<file path="src/rtl/rob_pkg.sv">
// rob_pkg: shared constants for the reorder buffer and its clients.
// Latency: n/a (constants only).
// Backpressure: n/a.
package rob_pkg;

  localparam int DEPTH       = 8;
  localparam int TAG_W       = 3;
  localparam int DATA_W      = 32;
  localparam int WA_W        = 4;
  localparam int CDB_W       = 144;

  // Field positions inside the 144-bit common data bus.
  localparam int CDB_VALID   = 3;
  localparam int CDB_TAG_LO  = 0;
  localparam int CDB_DATA_LO = 4;

endpackage

</file>
<file path="src/rtl/rob_ptr.sv">
// rob_ptr: wrapping TAG_W-bit ring pointer used for ROB head and tail.
// Latency: the new value is visible the cycle after i_inc / i_clr.
// Backpressure: none; the owner gates i_inc.
module rob_ptr
  import rob_pkg::*;
(
  input  logic             CLK,
  input  logic             Reset,
  input  logic             i_inc,
  input  logic             i_clr,
  output logic [TAG_W-1:0] o_ptr
);

  logic [TAG_W-1:0] r_ptr;

  // Clear wins over increment; TAG_W-bit overflow provides the 7->0 wrap.
  always_ff @(posedge CLK or posedge Reset) begin
    if (Reset) begin
      r_ptr <= '0;
    end else if (i_clr) begin
      r_ptr <= '0;
    end else if (i_inc) begin
      r_ptr <= r_ptr + TAG_W'(1);
    end
  end

  assign o_ptr = r_ptr;

endmodule

</file>
<file path="src/rtl/reorder_buffer.sv">
// reorder_buffer: 8-entry circular ROB; allocates tags, captures CDB results, retires in order.
// Latency: CDB capture to commit pulse is >= 2 cycles (capture edge, retire edge, registered commit).
// Backpressure: append is dropped while full; the issue stage must stall on full.
module reorder_buffer
  import rob_pkg::*;
(
  input  logic                CLK,
  input  logic                Reset,
  input  logic                append,
  input  logic                NoWrite,
  input  logic [WA_W-1:0]     WA,
  input  logic                flush,
  input  logic [CDB_W-1:0]    CDB,
  input  logic [2*TAG_W-1:0]  query,
  output logic [TAG_W-1:0]    ROBTail,
  output logic                full,
  output logic                empty,
  output logic [1:0]          query_ready,
  output logic [2*DATA_W-1:0] query_value,
  output logic                commit_valid,
  output logic                commit_wen,
  output logic [WA_W-1:0]     commit_WA,
  output logic [DATA_W-1:0]   commit_data,
  output logic [TAG_W-1:0]    commit_tag
);

  // Entry state
  logic [DEPTH-1:0]  r_busy;
  logic [DEPTH-1:0]  r_ready;
  logic [DEPTH-1:0]  r_nowrite;
  logic [WA_W-1:0]   r_wa    [DEPTH];
  logic [DATA_W-1:0] r_value [DEPTH];
  logic [TAG_W:0]    r_count;

  // Registered commit port
  logic              r_commit_valid;
  logic              r_commit_wen;
  logic [WA_W-1:0]   r_commit_wa;
  logic [DATA_W-1:0] r_commit_data;
  logic [TAG_W-1:0]  r_commit_tag;

  logic              w_cdb_vld;
  logic [TAG_W-1:0]  w_cdb_tag;
  logic [DATA_W-1:0] w_cdb_dat;
  logic              w_cdb_unused;
  logic [TAG_W-1:0]  w_head;
  logic [TAG_W-1:0]  w_tail;
  logic              w_full;
  logic              w_alloc;
  logic              w_capture;
  logic              w_retire;
  logic [TAG_W-1:0]  w_qtag [2];

  assign w_cdb_vld    = CDB[CDB_VALID];
  assign w_cdb_tag    = CDB[CDB_TAG_LO +: TAG_W];
  assign w_cdb_dat    = CDB[CDB_DATA_LO +: DATA_W];
  // Upper CDB bits belong to other consumers of the bus.
  assign w_cdb_unused = ^CDB[CDB_W-1:CDB_DATA_LO+DATA_W];

  assign w_qtag[0] = query[TAG_W-1:0];
  assign w_qtag[1] = query[2*TAG_W-1:TAG_W];

  // full is sampled before the edge, so a retire in the same cycle never frees a slot early.
  assign w_full    = (r_count == (TAG_W+1)'(DEPTH));
  assign w_alloc   = append & ~w_full & ~flush;
  assign w_capture = w_cdb_vld & r_busy[w_cdb_tag] & ~flush;
  // Uses ready from before the edge: no same-edge CDB-to-retire bypass.
  assign w_retire  = r_busy[w_head] & r_ready[w_head] & ~flush;

  assign ROBTail = w_tail;
  assign full    = w_full;
  assign empty   = (r_count == '0);

  assign commit_valid = r_commit_valid;
  assign commit_wen   = r_commit_wen;
  assign commit_WA    = r_commit_wa;
  assign commit_data  = r_commit_data;
  assign commit_tag   = r_commit_tag;

  rob_ptr u_head (
    .CLK   (CLK),
    .Reset (Reset),
    .i_inc (w_retire),
    .i_clr (flush),
    .o_ptr (w_head)
  );

  rob_ptr u_tail (
    .CLK   (CLK),
    .Reset (Reset),
    .i_inc (w_alloc),
    .i_clr (flush),
    .o_ptr (w_tail)
  );

  // Busy/ready flags: allocate at tail, mark ready on CDB hit, release head on retire.
  always_ff @(posedge CLK or posedge Reset) begin
    if (Reset) begin
      r_busy  <= '0;
      r_ready <= '0;
    end else if (flush) begin
      r_busy  <= '0;
    end else begin
      if (w_alloc) begin
        r_busy[w_tail]  <= 1'b1;
        r_ready[w_tail] <= 1'b0;
      end
      if (w_capture) begin
        r_ready[w_cdb_tag] <= 1'b1;
      end
      if (w_retire) begin
        r_busy[w_head] <= 1'b0;
      end
    end
  end

  // Payload fields carry no reset; they are only read while the entry is busy.
  always_ff @(posedge CLK) begin
    if (w_alloc) begin
      r_nowrite[w_tail] <= NoWrite;
      r_wa[w_tail]      <= WA;
    end
    if (w_capture) begin
      r_value[w_cdb_tag] <= w_cdb_dat;
    end
  end

  // Occupancy: simultaneous allocate and retire leave the count unchanged.
  always_ff @(posedge CLK or posedge Reset) begin
    if (Reset) begin
      r_count <= '0;
    end else if (flush) begin
      r_count <= '0;
    end else begin
      case ({w_alloc, w_retire})
        2'b10:   r_count <= r_count + (TAG_W+1)'(1);
        2'b01:   r_count <= r_count - (TAG_W+1)'(1);
        default: r_count <= r_count;
      endcase
    end
  end

  // Commit port: one-cycle pulse per retire; payload holds between retires.
  always_ff @(posedge CLK or posedge Reset) begin
    if (Reset) begin
      r_commit_valid <= 1'b0;
      r_commit_wen   <= 1'b0;
      r_commit_wa    <= '0;
      r_commit_data  <= '0;
      r_commit_tag   <= '0;
    end else if (w_retire) begin
      r_commit_valid <= 1'b1;
      r_commit_wen   <= ~r_nowrite[w_head];
      r_commit_wa    <= r_wa[w_head];
      r_commit_data  <= r_value[w_head];
      r_commit_tag   <= w_head;
    end else begin
      r_commit_valid <= 1'b0;
      r_commit_wen   <= 1'b0;
    end
  end

  // Operand lookup with CDB forwarding; a non-busy tag reads as not ready with value 0.
  always_comb begin
    query_ready = '0;
    query_value = '0;
    for (int k = 0; k < 2; k++) begin
      if (r_busy[w_qtag[k]]) begin
        if (w_cdb_vld && (w_cdb_tag == w_qtag[k])) begin
          query_ready[k]                   = 1'b1;
          query_value[k*DATA_W +: DATA_W]  = w_cdb_dat;
        end else begin
          query_ready[k]                   = r_ready[w_qtag[k]];
          query_value[k*DATA_W +: DATA_W]  = r_value[w_qtag[k]];
        end
      end
    end
  end

endmodule

</file>
<file path="config.mk">
export PLATFORM = sky130hd
export DESIGN_NAME = reorder_buffer
export DESIGN_NICKNAME = d
export VERILOG_FILES = /design/src/rtl/rob_pkg.sv /design/src/rtl/rob_ptr.sv /design/src/rtl/reorder_buffer.sv
export SDC_FILE = /design/constraint.sdc
export NUM_CORES = 1
export LEC_CHECK = 0
export CAP_MARGIN = 15
export CORE_UTILIZATION = 44
export CTS_BUF_LIST = sky130_fd_sc_hd__clkbuf_8 sky130_fd_sc_hd__clkbuf_16
export CTS_CLUSTER_SIZE = 24
export DETAILED_ROUTE_END_ITERATION = 8
export GPL_ROUTABILITY_DRIVEN = 1
export PLACE_DENSITY = 0.67
export SYNTH_ARGS = -nofsm -noshare
export SYNTH_HDL_FRONTEND = slang
export SYNTH_SLANG_ARGS = --single-unit
</file>
<file path="constraint.sdc">
create_clock -name CLK -period 11.35 [get_ports CLK]
set_input_delay 2.27 -clock CLK [delete_from_list [all_inputs] [get_ports CLK]]
set_output_delay 2.27 -clock CLK [all_outputs]
set_load 0.01 [all_outputs]
</file>
==> results.yml, run 1 <==
critical_path:
  required_ns: 9.08
  crit_path_start_kind: "input pin"
  crit_chain: "buf_4 > buf_4 > mux4_2 > mux2i_1 > a211oi_1 > clkdlybuf4s50_1"
  ff2ff_setup_slack_ns: 7.84
  r2r_end: "commit_tag[0]"
  cpPeakStageDelay_ns: 0.79
  cpLargestDelayFamily: "buffers and inverters"
  end_kind: "primary output"
  critPathMaxFanout: 40
  slowest_stage: "buf_4"
  critPathArrivalTime_ns: 5.36
  rr_worst_depth: 5
  crit_buf_inv: 3
  path_common_cell: "buf_4"
  worst_r2r_startpoint: "u_head.o_ptr[0]"
  path_class: "input pin to primary output"
logic_synthesis:
  syn_area_per_cell_um2: 16.04
  yosys.area_share.simple_pct: 5.692
  ys_seq_elements: 363
  synthFlopType: "edfxtp_1"
  synth_xor_xnor_area_share_pct: 0.5599
  synth_top_area_share_pct: 47.35
  syn_inst: 1170
  synth_fa_ha_area_share_pct: 0.2666
  synth_mux_area_share_pct: 29.52
  synth_area_leaders: "edfxtp_1 47%, mux4_2 25%, dfrtp_1 8.9%, mux2i_1 3.8%, a211oi_1 2.7%"
  synth_compound_area_share_pct: 4.892
  yosysTopAreaCell: "edfxtp_1"
  yosysSeqAreaShare_pct: 56.28
  synth_edf_count: 296
  ys_types: 43
  synth_fp_nets: 1333
  syn_area_um2: 18770
  synthArstFlopShare_pct: 18.46
  synth_warnings: 0
  synth_top_family_by_area: "multiplexers"
sta:
  max_slew.worst_pin.slew_ns: 1.184
  tns_ns: 0
  finalHoldViolCount: 0
  max_freq_mhz: 131.1
  setup_viol: 0
  drv_slew: 0
  rsz0062_at_grt: "false"
  relSlewSlack_pct: 21.06
  post-route-period-util_pct: 67.19
  finClkSkew_ns: 0.02069
  whs_ns: 0.4801
  fin_crit_ns: 7.626
floorplan:
  num_rows: 75
  ios: 271
  die_area_um2: 43490
  core_area_um2: 42040
  dieHeight_um: 208.6
  die_w_um: 208.6
  start_util_pct: 44.65
power:
  p_per_area_nw_per_um2: 136.9
  p_leak_uw: 0.007443
  vdd_drop_max_v: 0.00008892
clock_network:
  cts_resized: 0
  ctsHoldBuffers: 0
  clockBufferDepth: 3
  htree_levels: 2
  post_cts.repair.setup_buffers: 0
  path_clk_slew_ns: 0.06
  clock_latency_ns: 0.54
  cts_made_buffers: 39
  clk_root_buffer_cell: "clkbuf_16"
  cts_sinks: 363
  cts_tree: "done"
placement:
  routabilityCongestion: 0.7915
  port_buffers: 162
  dp_hpwl_um: 28780
  dp.cells: 1795
  placed_cell_area_um2: 20870
job:
  drv_cap: 0
detailed_routing:
  via_per_inst: 6.338
  drtPass1Iterations: 5
  drtAntennaViolNets: 0
  wire_per_inst_um: 27.90
  drc_errors: 0
  num_vias: 11820
  finalWirelength_um: 52030
  first_iter_violations: 1072
finish:
  drive_above_1_share_pct: 24.51
  finish.instance_area_um2: 22170
  fin_cells: 1865
  nets: 1460
  fillCellCount: 3364
  syn_to_final_growth_pct: 18.12
  num_antenna_cells: 0
global_route:
  grt_pass1_vias: 11990
  antenna_found_initial: 3
  grt_max_degree: 78
  track_usage_pct: 24.39
  gr-total-overflow: 0
  grt_pass1_wl_um: 78180
min_path:
  worstHoldEndpoint: "commit_tag[1]"
  hold_path.class: "flop to flop"
  hold_depth: 1
  worstHoldStart: "commit_tag[1]"
outcome:
  status: "finished clean"
## registers in the layout, summed over array words and instances (netlist names), 4 cells and up
| signal | cells |
|---|---|
| r_value | 256 |
| commit_data | 32 |
| commit_WA | 4 |
| r_count | 4 |
| r_wa | 32 |
| r_ready | 8 |
| r_nowrite | 8 |
| r_busy | 8 |
## area by class of cell
type	instances	area [µm²]	area share, %
clock buffers	42	1017	4.588
clock inverters	28	285.3	1.287
inverters	10	38.79	0.1749
multi-input cells	693	7771	35.05
flip-flops and latches	363	10570	47.69
well taps	539	674.4	3.042
repair buffers	190	1812	8.171
## layout by cell type (no fill, tap or decap), types with 32 or more instances in the layout
cell,instances
a211oi_1,68
a31oi_1,37
buf_4,32
clkbuf_16,39
clkdlybuf4s50_1,156
dfrtp_1,64
edfxtp_1,296
mux2i_1,69
mux4_2,212
nand2_1,95
nor2_1,118
## metal layers
layer | vias to the layer above | global-route usage (%) | part of all wire (%)
li1 | 5017 | - | -
met1 | 6159 | 32.70 | 39
met2 | 551 | 40.63 | 50
met3 | 90 | 4.226 | 7.9
met4 | 4 | 7.911 | 2.7
met5 | - | 0 | 0.040
## kinds of logic (layout without fill, tap and decap cells)
group	count (synthesis)	in the layout
flops	363	363
buf+inv	114	270
mux	287	287
compound gates	132	132
fa+ha+maj	4	4
xor+xnor	12	12
simple gates	258	258
## Yosys cell counts, types with 2 or more instances
cell / instances
nand4_1: 2
nor2b_1: 3
xnor2_1: 9
mux2_1: 3
inv_1: 10
buf_4: 5
ha_1: 4
buf_1: 10
a31oi_1: 37
a221oi_1: 2
xor2_1: 3
buf_6: 5
nor4_1: 3
buf_2: 31
nand2_1: 95
nor3b_1: 3
and3_1: 4
and2_1: 3
a21oi_1: 5
a211oi_1: 68
o21ai_0: 8
dfrtp_1: 67
nor2_1: 124
edfxtp_1: 296
clkbuf_1: 53
o22ai_1: 3
nand2b_1: 5
mux2i_1: 71
nor3_1: 10
o31ai_1: 2
mux4_2: 212
a311oi_1: 3
## per-stage QoR
stage,setup slack (ns),total power (µW),util (%)
3_5_place_dp,3.732,1757,49.64
6_report,3.724,3034,52.74
4_1_cts,3.741,3055,52.74
2_1_floorplan,5.201,1644,-
5_1_grt,3.535,3124,52.74
3_3_place_gp,3.740,1753,49.64
## worst max path at each step
stage / start / endpoint / slack [ns] / cells after the start
final: query[3] / query_value[54] / 3.72 / 6
after global routing: query[0] / query_value[19] / 3.54 / 6
after CTS: query[3] / query_value[54] / 3.74 / 6
after detailed placement: query[0] / query_value[22] / 3.73 / 6
after global placement: query[0] / query_value[22] / 3.74 / 6
after floorplan: CDB[0] / r_value[0][0] / 5.20 / 8
## power by group
part | total (µW) | internal (µW) | leakage (µW) | switching [µW]
clock network | 1310 | 782 | 0.000671 | 524
registers | 1480 | 1460 | 0.00357 | 18.2
logic | 250 | 118 | 0.00321 | 132
total | 3030 | 2360 | 0.00744 | 674
No activity file was read; power rests on OpenSTA's default activity.
==> run 2, diff against run 1 <==
- clock period: 11.35 -> 7.8 ns (I/O delays scaled with it)
==> run 2 against run 1 <==
Effect of this change: worst setup slack worse by 2.0 ns; critical endpoint is now query_value[51]; highest routed layer unchanged; non-clock buffer count up 4; sequential power up 45%; first-iteration DRC count up 3.6%.
==> results.yml, run 2 (synthesis results as in run 1) <==
outcome:
  status: "finished clean"
global_route:
  track_usage_pct: 24.56
  grt_pass1_vias: 12360
  gr-total-overflow: 0
  grt_max_degree: 78
  grt_pass1_wl_um: 78920
  antenna_found_initial: 3
critical_path:
  worst_r2r_startpoint: "u_head.o_ptr[0]"
  crit_path_start_kind: "input pin"
  critPathMaxFanout: 28
  required_ns: 6.24
  end_kind: "primary output"
  ff2ff_setup_slack_ns: 4.37
  r2r_end: "commit_tag[0]"
  critPathArrivalTime_ns: 4.56
  path_class: "input pin to primary output"
  rr_worst_depth: 5
job:
  drv_cap: 0
sta:
  drv_slew: 0
  finClkSkew_ns: 0.01206
  rsz0062_at_grt: "false"
  fin_ws_ns: 1.682
  setup_viol: 0
  post-route-period-util_pct: 78.44
  finalHoldViolCount: 0
  fin_crit_ns: 6.118
  relSlewSlack_pct: 23.64
  max_freq_mhz: 163.4
  max_slew.worst_pin.slew_ns: 1.143
  tns_ns: 0
clock_network:
  post_cts.repair.setup_buffers: 0
  clk_root_buffer_cell: "clkbuf_16"
  cts_tree: "done"
  cts_sinks: 363
  clock_latency_ns: 0.56
  cts_made_buffers: 40
  path_clk_slew_ns: 0.06
  htree_levels: 2
  clockBufferDepth: 3
  ctsHoldBuffers: 0
  cts_resized: 0
power:
  finalPower_uw: 4340
  switching_share_pct: 22.78
  intPower_uw: 3351
  comb_power_share_pct: 8.4
  p_switching_uw: 988.8
  vdd_drop_max_v: 0.0001641
  p_seq_share_pct: 49.6
  p_per_area_nw_per_um2: 195.7
  power_frac_clock_pct: 42.0
  p_leak_uw: 0.007450
floorplan:
  die_area_um2: 43490
  dieHeight_um: 208.6
  die_w_um: 208.6
  num_rows: 75
  ios: 271
  start_util_pct: 44.65
  core_area_um2: 42040
finish:
  drive_above_1_share_pct: 24.61
  multi_input_comb_area_um2: 7771
  nets: 1465
  finish.instance_area_um2: 22170
  utilization_pct: 52.74
  layout_commonest_cell: "edfxtp_1"
  syn_to_final_growth_pct: 18.12
  regMostFlops: "r_value"
  seqCellArea_um2: 10570
  layout_common_cells: "296 x edfxtp_1, 212 x mux4_2, 156 x clkdlybuf4s50_1"
  largest_reg_flops: 256
  fillCellCount: 3370
placement:
  post-place-ws_ns: 1.656
  placed_cell_area_um2: 20900
  port_buffers: 162
  dp_hpwl_um: 30490
  routabilityCongestion: 0.7871
min_path:
  hold_path.class: "flop to flop"
  worstHoldEndpoint: "commit_tag[1]"
  hold_depth: 1
  worstHoldStart: "commit_tag[1]"
detailed_routing:
  finalWirelength_um: 52270
  drc_errors: 0
  first_iter_violations: 1111
  wire_per_inst_um: 27.91
  num_vias: 11890
  drtAntennaViolNets: 0
  drtPass1Iterations: 5
  via_per_inst: 6.345
run 2: cell types whose count changed in the layout (fill, tap and decap cells not counted), moves of 2 or more:
cell	before	now
bufinv_16	6	1
clkinvlp_4	1	3
clkbuf_16	39	41
inv_1	14	18
buf_4	32	36
clkinv_2	12	7
clkbuf_8	3	7
run 2: per-stage QoR:
stage / hold slack, ns / std cells
5_1_grt: 0.5014 / 1873
3_3_place_gp: 0.4664 / 1799
2_1_floorplan: 0.4807 / 1170
4_1_cts: 0.4881 / 1872
6_report: 0.4802 / 1873
3_5_place_dp: 0.4737 / 1799
run 2: critical path: stages:
cell and delay [ns]:
buf_4 0.45, mux4_2 0.61, mux2i_4 0.75, buf_4 0.46, a211oi_1 0.16, clkdlybuf4s50_1 0.55
run 2: power by group through the flow:
stage / clock [µW] / combinational [µW] / sequential, µW
detailed placement: 0 / 366 / 2190
global route: 1920 / 391 / 2150
finish: 1820 / 364 / 2150
floorplan: 0 / 203 / 2190
CTS: 1850 / 367 / 2150
global placement: 0 / 360 / 2190
run 2: cell type report:
type | instances | area share [%]
antenna | 1 | 0.01129
clock buffer | 48 | 5.062
clock inverter | 25 | 0.6715
inverter | 10 | 0.1749
multi-input combinational | 693 | 35.05
sequential | 363 | 47.69
tap | 539 | 3.041
timing repair buffer | 194 | 8.306
run 2: worst max-delay path by stage:
stage                     cells past startpoint  slack, ns  startpoint               to
after floorplan                               8       2.36      CDB[0]    r_value[0][0]
after global placement                        6       1.64    query[3]  query_value[51]
after detailed placement                      6       1.66    query[3]  query_value[51]
after CTS                                     6       1.67    query[3]  query_value[51]
after global routing                          6       1.52    query[3]  query_value[51]
final                                         6       1.68    query[3]  query_value[51]
run 2: per-layer routing:
layer | global-route usage [%] | vias to the layer above | part of all wire, % | wire (µm)
li1 | - | 5034 | - | -
met5 | 0 | - | 0.021 | 11
met2 | 40.87 | 562 | 50 | 26290
met4 | 8.266 | 2 | 2.4 | 1255
met1 | 33.31 | 6209 | 40 | 20910
met3 | 3.547 | 78 | 7.3 | 3810
==> run 3, diff against run 2 <==
- PLACE_DENSITY: 0.67 -> 0.69
- clock period: 7.8 -> 5.2 ns (I/O delays scaled with it)
==> run 3 against run 2 <==
Effect of this change: power is 52% higher; non-clock buffer count is 17 higher; combinational power is 53% higher; cell area is 1.2% higher; clock power is 54% higher; register-to-register slack worse by 2.6 ns; wire length is 1.6% lower; hold slack better by 0.0012 ns; sequential power is 50% higher; worst setup slack worse by 1.1 ns; clock-buffer cell count is 5 lower; critical path type unchanged.
==> results.yml, run 3 (synthesis results as in run 1) <==
outcome:
  status: "finished clean"
finish:
  utilization_pct: 53.40
  syn_to_final_growth_pct: 19.60
  layout_commonest_cell: "edfxtp_1"
  regMostFlops: "r_value"
  num_antenna_cells: 0
  largest_reg_flops: 256
  finish.instance_area_um2: 22450
  nets: 1480
  layout_common_cells: "296 x edfxtp_1, 212 x mux4_2, 156 x clkdlybuf4s50_1"
  drive_above_1_share_pct: 25.69
detailed_routing:
  drc_errors: 0
  wire_per_inst_um: 27.28
  num_vias: 12110
  drtPass1Iterations: 5
  drtAntennaViolNets: 0
  first_iter_violations: 1051
  via_per_inst: 6.423
  finalWirelength_um: 51440
clock_network:
  htree_levels: 2
  post_cts.repair.setup_buffers: 0
  clk_root_buffer_cell: "clkbuf_16"
  clock_latency_ns: 0.55
  cts_made_buffers: 38
  cts_sinks: 363
  cts_tree: "done"
  cts_resized: 0
  ctsHoldBuffers: 0
  path_clk_slew_ns: 0.06
  clockBufferDepth: 3
sta:
  fin_crit_ns: 4.656
  max_freq_mhz: 214.8
  rsz0062_at_grt: "false"
  whs_ns: 0.4814
  tns_ns: 0
  finalHoldViolCount: 0
  drv_slew: 0
  post-route-period-util_pct: 89.55
  max_slew.worst_pin.slew_ns: 1.016
  finClkSkew_ns: 0.02055
  setup_viol: 0
  relSlewSlack_pct: 32.29
floorplan:
  num_rows: 75
  start_util_pct: 44.65
  die_w_um: 208.6
  die_area_um2: 43490
  dieHeight_um: 208.6
  ios: 271
  core_area_um2: 42040
min_path:
  hold_path.class: "flop to flop"
job:
  drv_cap: 0
placement:
  port_buffers: 162
  placed_cell_area_um2: 21130
  routabilityCongestion: 0.8294
  dp_hpwl_um: 31130
power:
  vdd_drop_max_v: 0.0002190
  p_per_area_nw_per_um2: 293.8
  p_leak_uw: 0.007588
global_route:
  grt_pass1_wl_um: 77220
  track_usage_pct: 23.91
  grt_pass1_vias: 12250
  gr-total-overflow: 0
  grt_max_degree: 78
  antenna_found_initial: 0
critical_path:
  critPathArrivalTime_ns: 3.62
  crit_path_start_kind: "input pin"
  ff2ff_setup_slack_ns: 1.77
  path_class: "input pin to primary output"
  end_kind: "primary output"
  critPathMaxFanout: 28
  required_ns: 4.16
-- run 3: changes by cell type in the layout (fill, tap and decap cells not counted), sizes merged --
cell / before / now
buf: 38 / 55
bufinv: 1 / 5
clkinvlp: 3 / 1
clkinv: 10 / 12
diode: 1 / 0
clkbuf: 48 / 43
inv: 21 / 19
-- run 3: cell type report --
type,instances,area [µm²]
Timing Repair Buffer,211,2095
Clock buffer,43,1020
Sequential cell,363,10570
Multi-Input combinational cell,693,7771
Fill cell,3306,19590
Clock inverter,27,277.8
Inverter,10,38.79
Tap cell,539,674.4
-- run 3: path summary, 6_finish.rpt --
check,startpoint,cells past startpoint,endpoint
max in group asynchronous,Reset,4,commit_data[12]
min in group asynchronous,Reset,2,commit_data[18]
hold reg to reg,commit_tag[2],1,commit_tag[2]
setup / recovery,CDB[0],7,query_value[19]
setup reg to reg,u_head.o_ptr[0],5,commit_tag[0]
hold / removal,commit_tag[2],1,commit_tag[2]
-- run 3: per-layer routing --
layer	track usage, %	vias up	wire length [µm]
met1	31.72	6319	20100
met2	39.63	607	25440
met4	7.226	0	1412
li1	-	5077	-
met3	5.208	111	4490
met5	0	-	0
-- run 3: worst max-delay path, stage by stage --
cell	delay (ns)
clkdlybuf4s50_1	0.64
xnor2_1	0.24
nand4_1	0.18
buf_4	0.37
nor2_1	0.07
a211oi_1	0.43
clkdlybuf4s50_1	0.63
-- run 3: per-stage QoR --
| step | setup WS [ns] | power [µW] | std cells |
|---|---|---|---|
| global route | 0.4063 | 6776 | 1886 |
| finish | 0.5435 | 6596 | 1886 |
| floorplan | 0.2810 | 3588 | 1170 |
| global placement | 0.5260 | 3835 | 1815 |
| detailed placement | 0.4995 | 3842 | 1815 |
| CTS | 0.4973 | 6636 | 1885 |
-- run 3: power by group --
group | total [µW] | switching [µW] | internal, µW
Clock | 2810 | 1150 | 1660
Sequential | 3230 | 40.2 | 3190
Combinational | 557 | 289 | 268
Total | 6600 | 1480 | 5120
